[src/rtl/mem_ctrl_pkg.sv]
// Shared types and constants for the byte-serial memory controller:
// request length encodings, FSM state encoding and data/address widths.
package mem_ctrl_pkg;

    localparam int DATA_W = 32;
    localparam int ADDR_W = 32;
    localparam int W_PORT = 1;

    // Length field is byte count minus one.
    localparam logic [1:0] LEN_B = 2'd0;
    localparam logic [1:0] LEN_H = 2'd1;
    localparam logic [1:0] LEN_3 = 2'd2;
    localparam logic [1:0] LEN_W = 2'd3;

    typedef enum logic [1:0] {
        ST_IDLE = 2'd0,
        ST_RD   = 2'd1,
        ST_WR   = 2'd2,
        ST_DONE = 2'd3
    } state_t;

    // Keeps only the bytes a read of this length actually fetched.
    function automatic logic [DATA_W-1:0] len_mask(input logic [1:0] len);
        case (len)
            LEN_B:   len_mask = 32'h0000_00FF;
            LEN_H:   len_mask = 32'h0000_FFFF;
            LEN_3:   len_mask = 32'h00FF_FFFF;
            LEN_W:   len_mask = 32'hFFFF_FFFF;
            default: len_mask = 32'hFFFF_FFFF;
        endcase
    endfunction

endpackage

[src/rtl/mem_ctrl_if.sv]
// Request/response bundle between the core request ports and mem_ctrl.
// master = core side (drives requests), slave = controller side.
interface mem_ctrl_if
    import mem_ctrl_pkg::*;
#(
    parameter int R_PORT = 2
);

    logic [R_PORT-1:0]        req_re;
    logic [R_PORT*ADDR_W-1:0] req_raddr;
    logic [R_PORT*2-1:0]      req_rlen;
    logic                     req_we;
    logic [ADDR_W-1:0]        req_waddr;
    logic [1:0]               req_wlen;
    logic [DATA_W-1:0]        req_wdata;

    logic [R_PORT*DATA_W-1:0] rsp_rdata;
    logic [R_PORT-1:0]        rsp_rdone;
    logic                     rsp_wdone;

    modport master (
        output req_re, req_raddr, req_rlen, req_we, req_waddr, req_wlen, req_wdata,
        input  rsp_rdata, rsp_rdone, rsp_wdone
    );

    modport slave (
        input  req_re, req_raddr, req_rlen, req_we, req_waddr, req_wlen, req_wdata,
        output rsp_rdata, rsp_rdone, rsp_wdone
    );

endinterface

[src/rtl/mem_arbiter.sv]
// Request arbiter: write always wins; reads are round-robin when
// MEM_RR_ARB_EN is defined, otherwise fixed highest-index-first.
module mem_arbiter #(
    parameter int R_PORT = 2
) (
`ifdef MEM_RR_ARB_EN
    input  logic              clk,
    input  logic              rst,
    input  logic              adv,
`endif
    input  logic [R_PORT-1:0] re,
    input  logic              we,
    output logic [R_PORT-1:0] gnt,
    output logic              is_wr,
    output logic              any
);

    assign is_wr = we;
    assign any   = we | (|re);

`ifdef MEM_RR_ARB_EN
    localparam int PTR_W = (R_PORT > 1) ? $clog2(R_PORT) : 1;

    logic [PTR_W-1:0] ptr_reg;
    logic [PTR_W-1:0] ptr_next;
    logic [PTR_W-1:0] cand [R_PORT];

    // cand[i] is the port with the i-th highest priority this cycle.
    generate
        for (genvar gi = 0; gi < R_PORT; gi++) begin : g_cand
            assign cand[gi] = PTR_W'((int'(ptr_reg) + gi) % R_PORT);
        end
    endgenerate

    // Scan lowest priority first so the last hit is the winner.
    always_comb begin
        gnt      = '0;
        ptr_next = ptr_reg;
        if (!we) begin
            for (int i = R_PORT - 1; i >= 0; i--) begin
                if (re[cand[i]]) begin
                    gnt           = '0;
                    gnt[cand[i]]  = 1'b1;
                    ptr_next      = PTR_W'((int'(cand[i]) + 1) % R_PORT);
                end
            end
        end
    end

    always_ff @(posedge clk) begin
        if (rst) begin
            ptr_reg <= '0;
        end else if (adv) begin
            ptr_reg <= ptr_next;
        end
    end
`else
    always_comb begin
        gnt = '0;
        if (!we) begin
            for (int i = 0; i < R_PORT; i++) begin
                if (re[i]) begin
                    gnt    = '0;
                    gnt[i] = 1'b1;
                end
            end
        end
    end
`endif

endmodule

[src/rtl/mem_ctrl.sv]
// Serialises granted read/write requests onto a byte-wide synchronous RAM
// (little-endian) and pulses per-port done. Read arbitration style is
// selected by MEM_RR_ARB_EN (round-robin when defined, fixed otherwise).
module mem_ctrl
    import mem_ctrl_pkg::*;
#(
    parameter int R_PORT = 2,
    parameter int RAM_AW = 17
) (
    input  logic              clk,
    input  logic              rst,
    mem_ctrl_if.slave         bus,
    output logic [RAM_AW-1:0] ram_addr,
    output logic [7:0]        ram_wdata,
    output logic              ram_we,
    input  logic [7:0]        ram_rdata
);

    state_t                   state_reg;
    state_t                   state_next;
    logic [RAM_AW-1:0]        addr_reg;
    logic [1:0]               len_reg;
    logic [DATA_W-1:0]        wdata_reg;
    logic [R_PORT-1:0]        gnt_reg;
    logic                     is_wr_reg;
    logic [2:0]               cnt_reg;
    logic [DATA_W-1:0]        asm_reg;
    logic [DATA_W-1:0]        asm_next;
    logic [R_PORT*DATA_W-1:0] rdata_reg;

    logic [R_PORT-1:0]        arb_gnt;
    logic                     arb_is_wr;
    logic                     arb_any;
    logic [RAM_AW-1:0]        sel_addr;
    logic [1:0]               sel_len;
    logic [2:0]               last_idx;
    logic                     rd_drain;
    logic [1:0]               cap_idx;

    logic [ADDR_W-1:0]        raddr_arr [R_PORT];
    logic [1:0]               rlen_arr  [R_PORT];
    logic                     unused_waddr_hi;

    generate
        for (genvar gi = 0; gi < R_PORT; gi++) begin : g_port
            logic unused_raddr_hi;
            assign raddr_arr[gi]       = bus.req_raddr[gi*ADDR_W +: ADDR_W];
            assign rlen_arr[gi]        = bus.req_rlen[gi*2 +: 2];
            assign unused_raddr_hi     = ^raddr_arr[gi][ADDR_W-1:RAM_AW];
            assign bus.rsp_rdone[gi]   = (state_reg == ST_DONE) && !is_wr_reg && gnt_reg[gi];
        end
    endgenerate

    assign unused_waddr_hi = ^bus.req_waddr[ADDR_W-1:RAM_AW];
    assign bus.rsp_wdone   = (state_reg == ST_DONE) && is_wr_reg;
    assign bus.rsp_rdata   = rdata_reg;

`ifdef MEM_RR_ARB_EN
    logic arb_adv;
    assign arb_adv = (state_reg == ST_IDLE) && arb_any && !arb_is_wr;
`endif

    mem_arbiter #(
        .R_PORT (R_PORT)
    ) u_arb (
`ifdef MEM_RR_ARB_EN
        .clk    (clk),
        .rst    (rst),
        .adv    (arb_adv),
`endif
        .re     (bus.req_re),
        .we     (bus.req_we),
        .gnt    (arb_gnt),
        .is_wr  (arb_is_wr),
        .any    (arb_any)
    );

    // Address/length of whichever request the arbiter picked this cycle.
    always_comb begin
        sel_addr = bus.req_waddr[RAM_AW-1:0];
        sel_len  = bus.req_wlen;
        if (!arb_is_wr) begin
            for (int p = 0; p < R_PORT; p++) begin
                if (arb_gnt[p]) begin
                    sel_addr = raddr_arr[p][RAM_AW-1:0];
                    sel_len  = rlen_arr[p];
                end
            end
        end
    end

    assign last_idx = {1'b0, len_reg};
    // Reads spend one extra cycle after the final issue to catch its byte.
    assign rd_drain = (cnt_reg == last_idx + 3'd1);
    // The byte arriving now was issued one cycle earlier.
    assign cap_idx  = cnt_reg[1:0] - 2'd1;

    always_comb begin
        asm_next                          = asm_reg;
        asm_next[{cap_idx, 3'b000} +: 8]  = ram_rdata;
    end

    always_comb begin
        state_next = state_reg;
        ram_addr   = '0;
        ram_wdata  = '0;
        ram_we     = 1'b0;
        case (state_reg)
            ST_IDLE: begin
                if (arb_any) begin
                    state_next = arb_is_wr ? ST_WR : ST_RD;
                end
            end
            ST_WR: begin
                ram_addr  = addr_reg + RAM_AW'(cnt_reg);
                ram_wdata = wdata_reg[{cnt_reg[1:0], 3'b000} +: 8];
                ram_we    = 1'b1;
                if (cnt_reg == last_idx) begin
                    state_next = ST_DONE;
                end
            end
            ST_RD: begin
                ram_addr = addr_reg + RAM_AW'(cnt_reg);
                if (rd_drain) begin
                    state_next = ST_DONE;
                end
            end
            ST_DONE: begin
                state_next = ST_IDLE;
            end
            default: begin
                state_next = ST_IDLE;
            end
        endcase
    end

    always_ff @(posedge clk) begin
        if (rst) begin
            state_reg <= ST_IDLE;
            addr_reg  <= '0;
            len_reg   <= '0;
            wdata_reg <= '0;
            gnt_reg   <= '0;
            is_wr_reg <= 1'b0;
            cnt_reg   <= '0;
            asm_reg   <= '0;
            rdata_reg <= '0;
        end else begin
            state_reg <= state_next;
            case (state_reg)
                ST_IDLE: begin
                    cnt_reg <= '0;
                    asm_reg <= '0;
                    if (arb_any) begin
                        addr_reg  <= sel_addr;
                        len_reg   <= sel_len;
                        wdata_reg <= bus.req_wdata;
                        gnt_reg   <= arb_gnt;
                        is_wr_reg <= arb_is_wr;
                    end
                end
                ST_WR: begin
                    cnt_reg <= cnt_reg + 3'd1;
                end
                ST_RD: begin
                    cnt_reg <= cnt_reg + 3'd1;
                    if (cnt_reg != 3'd0) begin
                        asm_reg <= asm_next;
                    end
                    // Publish the word so it is valid alongside the done pulse.
                    if (rd_drain) begin
                        for (int p = 0; p < R_PORT; p++) begin
                            if (gnt_reg[p]) begin
                                rdata_reg[p*DATA_W +: DATA_W] <= asm_next & len_mask(len_reg);
                            end
                        end
                    end
                end
                default: begin
                end
            endcase
        end
    end

endmodule

[src/flat_wrapper.sv]
// flat-port wrapper written by rule: the top's interface ports become plain ports
module mem_ctrl_flat import mem_ctrl_pkg::*;
#(
    parameter int R_PORT = 2,
    parameter int RAM_AW = 17
)
  (clk, rst, ram_addr, ram_wdata, ram_we, ram_rdata, bus_req_re, bus_req_raddr, bus_req_rlen, bus_req_we, bus_req_waddr, bus_req_wlen, bus_req_wdata, bus_rsp_rdata, bus_rsp_rdone, bus_rsp_wdone);
  mem_ctrl_if #(.R_PORT(R_PORT)) bus_i ();
  input  logic clk;
  input  logic rst;
  output logic [RAM_AW-1:0] ram_addr;
  output logic [7:0] ram_wdata;
  output logic ram_we;
  input  logic [7:0] ram_rdata;
  input wire logic [$bits(bus_i.req_re)-1:0] bus_req_re;
  input wire logic [$bits(bus_i.req_raddr)-1:0] bus_req_raddr;
  input wire logic [$bits(bus_i.req_rlen)-1:0] bus_req_rlen;
  input wire logic [$bits(bus_i.req_we)-1:0] bus_req_we;
  input wire logic [$bits(bus_i.req_waddr)-1:0] bus_req_waddr;
  input wire logic [$bits(bus_i.req_wlen)-1:0] bus_req_wlen;
  input wire logic [$bits(bus_i.req_wdata)-1:0] bus_req_wdata;
  output wire logic [$bits(bus_i.rsp_rdata)-1:0] bus_rsp_rdata;
  output wire logic [$bits(bus_i.rsp_rdone)-1:0] bus_rsp_rdone;
  output wire logic [$bits(bus_i.rsp_wdone)-1:0] bus_rsp_wdone;
  assign bus_i.req_re = bus_req_re;
  assign bus_i.req_raddr = bus_req_raddr;
  assign bus_i.req_rlen = bus_req_rlen;
  assign bus_i.req_we = bus_req_we;
  assign bus_i.req_waddr = bus_req_waddr;
  assign bus_i.req_wlen = bus_req_wlen;
  assign bus_i.req_wdata = bus_req_wdata;
  assign bus_rsp_rdata = bus_i.rsp_rdata;
  assign bus_rsp_rdone = bus_i.rsp_rdone;
  assign bus_rsp_wdone = bus_i.rsp_wdone;
  mem_ctrl #(.R_PORT(R_PORT), .RAM_AW(RAM_AW)) u_core (.clk(clk), .rst(rst), .bus(bus_i), .ram_addr(ram_addr), .ram_wdata(ram_wdata), .ram_we(ram_we), .ram_rdata(ram_rdata));
endmodule
[config.mk]
export PLATFORM = sky130hd
export DESIGN_NAME = mem_ctrl_flat
export DESIGN_NICKNAME = d
export VERILOG_FILES = /design/src/rtl/mem_ctrl_pkg.sv /design/src/rtl/mem_ctrl_if.sv /design/src/rtl/mem_arbiter.sv /design/src/rtl/mem_ctrl.sv /design/src/flat_wrapper.sv
export SDC_FILE = /design/constraint.sdc
export NUM_CORES = 1
export LEC_CHECK = 0
export BUFFER_PORTS_ARGS = -buffer_cell sky130_fd_sc_hd__buf_2
export CAP_MARGIN = 10
export CORE_MARGIN = 2
export CORE_UTILIZATION = 50
export DETAILED_ROUTE_END_ITERATION = 8
export MAX_ROUTING_LAYER = met4
export PLACE_DENSITY = 0.89
export SYNTH_ARGS = -nofsm -noshare
export SYNTH_HDL_FRONTEND = slang
export SYNTH_SLANG_ARGS = --single-unit
export TNS_END_PERCENT = 10
[constraint.sdc]
create_clock -name clk -period 3.8 [get_ports clk]
set_clock_uncertainty 0.1 [all_clocks]
set_input_delay 0.95 -clock clk [delete_from_list [all_inputs] [get_ports clk]]
set_output_delay 0.95 -clock clk [all_outputs]
set_load 0.005 [all_outputs]
* Yosys cells after proc, flatten, opt, wreduce, memory -nomap -nowiden *
Index checks and enable logic that the tools add are counted.

word-level totals
  register bits = 155
  output and inout port bits = 93
  word-level logic and storage cells = 80

cells by class
  shift-type cells = 3
  multiplexer cells = 30
  equality and inequality tests = 12
  reductions and logical operators = 17
  $add $sub $neg = 5
  bitwise operators = 3

operators with widths
  operator                                                                 count
  32-bit two-way mux                                                       9
  32-bit case mux with 4 select lines                                      1
  17-bit two-way mux                                                       4
  32-bit AND                                                               2
  32-bit case mux with 2 select lines                                      1
  32-bit bitwise mux                                                       1
  8-bit by 7-bit variable shift with 32-bit output (first input constant)  1
  32-bit by 6-bit indexed part select with 8-bit output                    1
  8-bit by 7-bit indexed part select with 32-bit output                    1
  2-bit two-way mux                                                        9
  17-bit by 3-bit adder with 17-bit output                                 1
  3-bit AND reduction                                                      3
  2-bit equality test (second input constant)                              4
  8-bit two-way mux                                                        1
  2-bit by 1-bit != test with 1-bit output (second input constant)         4
  2-bit case mux with 4 select lines                                       1
  5-bit negation with 7-bit output                                         1
  3-bit case mux with 2 select lines                                       1
  2-bit by 1-bit equality test with 1-bit output (second input constant)   2
  1-bit logical AND                                                        4
  2-bit zero test                                                          2
  2-bit AND reduction                                                      2
  2-bit nonzero test                                                       2
  2-bit OR reduction                                                       2
  other kinds (9)                                                          10

* Depth between registers and ports, before layout *
  word-level depth = 7
  mapped depth = 10

* Cells and area by module *
From an unflattened synthesis, not the netlist that was laid out.

unflattened totals
  cells, all modules = 921
  area, all modules = 7,359.6 µm²

modules (own cells, without submodules)
  module       instances  seq. area each (µm²)  area an instance (µm²)  cells each
  mem_ctrl     1          3,103.0               7,332.0                 917
  mem_arbiter  1          0.0                   27.5                    4

* Least setup slack after synthesis *
Ideal clock, no wire load.

  kind = reg-to-output
  start point = reg u_core.cnt_reg[1]
  end point = out ram_addr[16]
  arrival time = 2,387 ps
  path buffers = 1
  path slack = 363 ps
  stages on the path, launching flop included = 8
  data required time = 2,750 ps
  path through = dfxtp_1 -> buf_1 -> inv_1 -> fa_1 -> nor2b_1 -> o2111ai_1 -> or3_1 -> a21oi_1

between the ends
  longest elaborated chain between the ends = 2

ends and longest elaborated chain
  what                                      line                              source
  start, declared                           mem_ctrl.sv:26                    logic [2:0] cnt_reg;
  start signal, assigned                    mem_ctrl.sv:163                   cnt_reg <= cnt_reg + 3'd1;
  start signal, assigned                    mem_ctrl.sv:166                   cnt_reg <= cnt_reg + 3'd1;
  17-bit by 3-bit adder with 17-bit output  mem_ctrl.sv:115, mem_ctrl.sv:123
  17-bit two-way mux                        n/a
  end, declared                             flat_wrapper.sv:11                output logic [RAM_AW-1:0] ram_addr;

Every way passes these cells.

* Worst setup path in the final report *
  start point = reg u_core.addr_reg[0]
  end point = out ram_addr[16]

between the ends
  longest elaborated chain between the ends = 2

ends and longest elaborated chain
  what                                      line                              source
  start, declared                           mem_ctrl.sv:21                    logic [RAM_AW-1:0] addr_reg;
  start signal, assigned                    mem_ctrl.sv:155                   addr_reg <= sel_addr;
  17-bit by 3-bit adder with 17-bit output  mem_ctrl.sv:115, mem_ctrl.sv:123
  17-bit two-way mux                        n/a

Every way passes these cells.

==> qor.txt <==
Post-synth EDFFs -> 0
Ratio of cells with drive above 1 in the final layout -> 24.7%
Largest stage delay, worst path -> 0.40 ns
Switch share -> 37.1%
Logic pwr share -> 31.7%
Unrepaired setup endpoints after global routing -> false
Leakage power -> 0.00377 µW
Die area -> 16100 µm²
Slew margin rel. -> 38.4%
CTS tree -> done
Switching pwr -> 1960 µW
Total track usage -> 25.5%
CP Launch Point -> u_core.addr_reg[0]
Vias in the first global route -> 6899
Netlist cell types -> 45
Drt pass-1 iters -> 5
Buf/Inv on CP -> 2
Sequential cell fraction of total power -> 36.8%
Final GP Congestion -> 0.863
Syn avg cell area -> 7.92 µm²
DR DRC count -> 0
Max reg flops -> 64
ANT cells -> 0
Post-synthesis sequential area ratio -> 41.2%
Fin area -> 9190 µm²
Metal2 WL -> 9720 µm
Drt total wl -> 19800 µm
Num ports -> 240
Worst Hold Class -> reg2reg
Largest area contributor in the netlist -> dfxtp_1
First-pass GRT wire length -> 32400 µm
Slew @ Worst Pin -> 0.917 ns
Worst skew pair latency -> 0.43 ns
Post-synth ARST share -> 0%
Clock share of power -> 31.5%
Synth Flop Type -> dfxtp_1
Hold_buf cts -> 0
Grt ovf -> 0
Pwr dens -> 575 nW/µm²
Clk slew on worst S/H paths -> 0.06 ns
Synth top area share -> 41.2%
Yosys reg bits -> 155
Critical path fanouts, max -> 6
Fin worst setup slack -> 0.152 ns
Yosys warns -> 0
Max clock buf depth -> 2
CTS sink count -> 155
CTS-repair resized insts -> 0
Crit path DAT -> 2.60 ns
Crit share post-route -> 96.0%
CTS H-tree lvls -> 4
Die X -> 127 µm
RR Startpoint -> u_core.len_reg[0]
Max-cap violations -> 0
DR top layer -> met4
Slew Limit Fails -> 0
Met1 Wirelength -> 8380 µm
Initial Util -> 51.4%
Synth area leaders -> dfxtp_1 (41%), a21oi_1 (11%), nand2_1 (8.2%)
Final setup vio count -> 0
WL/cell -> 15.2 µm
Die height -> 127 µm
Slowest CP cell -> fa_1
WS Path Type -> reg2out
Root buffer cell -> clkbuf_16
Port Buffers -> 194
Synth Instances -> 951
Fin. Hold Viols -> 0
CP Cell Sequence -> ha_1, inv_1, fa_1, nor2b_2, o2111ai_1, or3_1, a21oi_1, buf_2
Outcome -> finished clean
Fill cell count -> 1262
Internal Power -> 3330 µW
Fin Setup TNS -> 0 ns
CP endpoint kind -> primary output
Maximum VDD drop -> 0.370 mV
Post-DR vias/cell -> 5.67
Crit start category -> register
Core area -> 14600 µm²
Routed wl met3 -> 1140 µm
Row cnt -> 44
Most frequent cell after synthesis -> nand2_1
Initial antenna violation count -> 0
Worst slack, placed -> 0.483 ns
Vias -> 7371
Final ANT Viol Nets -> 0
Largest net degree at the start of global routing -> 79
FMAX -> 0.274 GHz
Slack of the worst reg-to-reg path -> 0.96 ns
Num CTS Buffers -> 17
Postcts setup bufs -> 0
Synthesized area -> 7530 µm²
Initial DRC count -> 463
Delay-heaviest family, CP -> simple AND/OR/NAND/NOR gates
Period minus WS final -> 3.65 ns
P&R area growth vs syn -> 22.0%
# nets final -> 1269
Worst EP required -> 2.75 ns
Commonest cells post-synth -> nand2_1 (165), a21oi_1 (163), dfxtp_1 (155)
Hpwl dp -> 13400 µm
Hold Startpoint -> u_core.asm_reg[0]
Net Count, Synth -> 1116
Dpl cell area -> 8600 µm²
[layout by cell type, fill, tap and decap left out, drive strengths merged, types with 3 or more instances in the layout]
| cell type | count |
|---|---|
| mux4 | 8 |
| inv | 35 |
| nor2 | 44 |
| or3 | 24 |
| and2 | 12 |
| nand2 | 165 |
| and3 | 4 |
| nand2b | 9 |
| xor2 | 9 |
| nor2b | 47 |
| and4 | 5 |
| clkinvlp | 4 |
| a211oi | 16 |
| clkbuf | 17 |
| a31oi | 10 |
| a31o | 17 |
| dfxtp | 155 |
| clkinv | 5 |
| a21oi | 163 |
| nor3b | 21 |
| o221ai | 19 |
| o31ai | 3 |
| nand3 | 36 |
| a22oi | 10 |
| o21ai | 28 |
| ha | 17 |
| buf | 210 |
[layout make-up]
type | instances | area (µm²) | area share (%)
Sequential cell | 155 | 3100 | 33.8
Clock inverter | 15 | 159 | 1.73
Clock buffer | 17 | 425 | 4.63
Timing Repair Buffer | 210 | 1120 | 12.2
Multi-Input combinational cell | 690 | 4040 | 44.0
Tap cell | 184 | 230 | 2.50
Inverter | 30 | 113 | 1.23
[power by group through the flow]
| stage | clock network [µW] | logic (µW) | registers, µW |
|---|---|---|---|
| finish | 1670 | 1680 | 1940 |
| global route | 1750 | 1860 | 1970 |
| CTS | 1690 | 1660 | 1940 |
| detailed placement | 0 | 1640 | 1980 |
| global placement | 0 | 1610 | 1970 |
| floorplan | 0 | 1180 | 1940 |
[final timing paths]
kind / to / cells past startpoint
max: ram_addr[16] / 8
min: u_core.asm_reg[0] / 2
max reg2reg: u_core.bus.rsp_rdata[63] / 7
min reg2reg: u_core.asm_reg[0] / 2
[through the flow]
step / power (µW) / hold slack [ns] / instances / utilization, %
after floorplan: 3130 / 0.327 / 951 / -
after global placement: 3580 / 0.333 / 1269 / 58.8
after detailed placement: 3620 / 0.339 / 1269 / 58.8
after CTS: 5290 / 0.348 / 1301 / 62.7
after global routing: 5570 / 0.362 / 1301 / 62.8
final: 5290 / 0.348 / 1301 / 62.8
[cells by family (layout without fill, tap and decap cells)]
kind of cell,count (synthesis),count (layout),synth area share (%)
AO/OA/AOI/OAI,277,277,21.8
AND/OR/NAND/NOR,376,376,24.5
buffers and inverters,106,272,5.58
multiplexers,8,8,2.39
XOR/XNOR,11,11,1.38
flip-flops,155,155,41.2
adder cells (fa/ha/maj),18,18,3.09
[tightest hold or removal path: cells and delay by family, from the launching register on]
kind             cells  cell delay (ns)
AO/OA/AOI/OAI        1             0.05
flip-flops           1             0.30
AND/OR/NAND/NOR      1             0.05
[per-layer routing]
| layer | global-route usage, % | vias up |
|---|---|---|
| met5 | - | - |
| met4 | 10.5 | 0 |
| met3 | 4.56 | 40 |
| met2 | 41.8 | 287 |
| met1 | 31.2 | 3426 |
| li1 | - | 3618 |
Note: power is estimated with default switching activity, not from simulation.
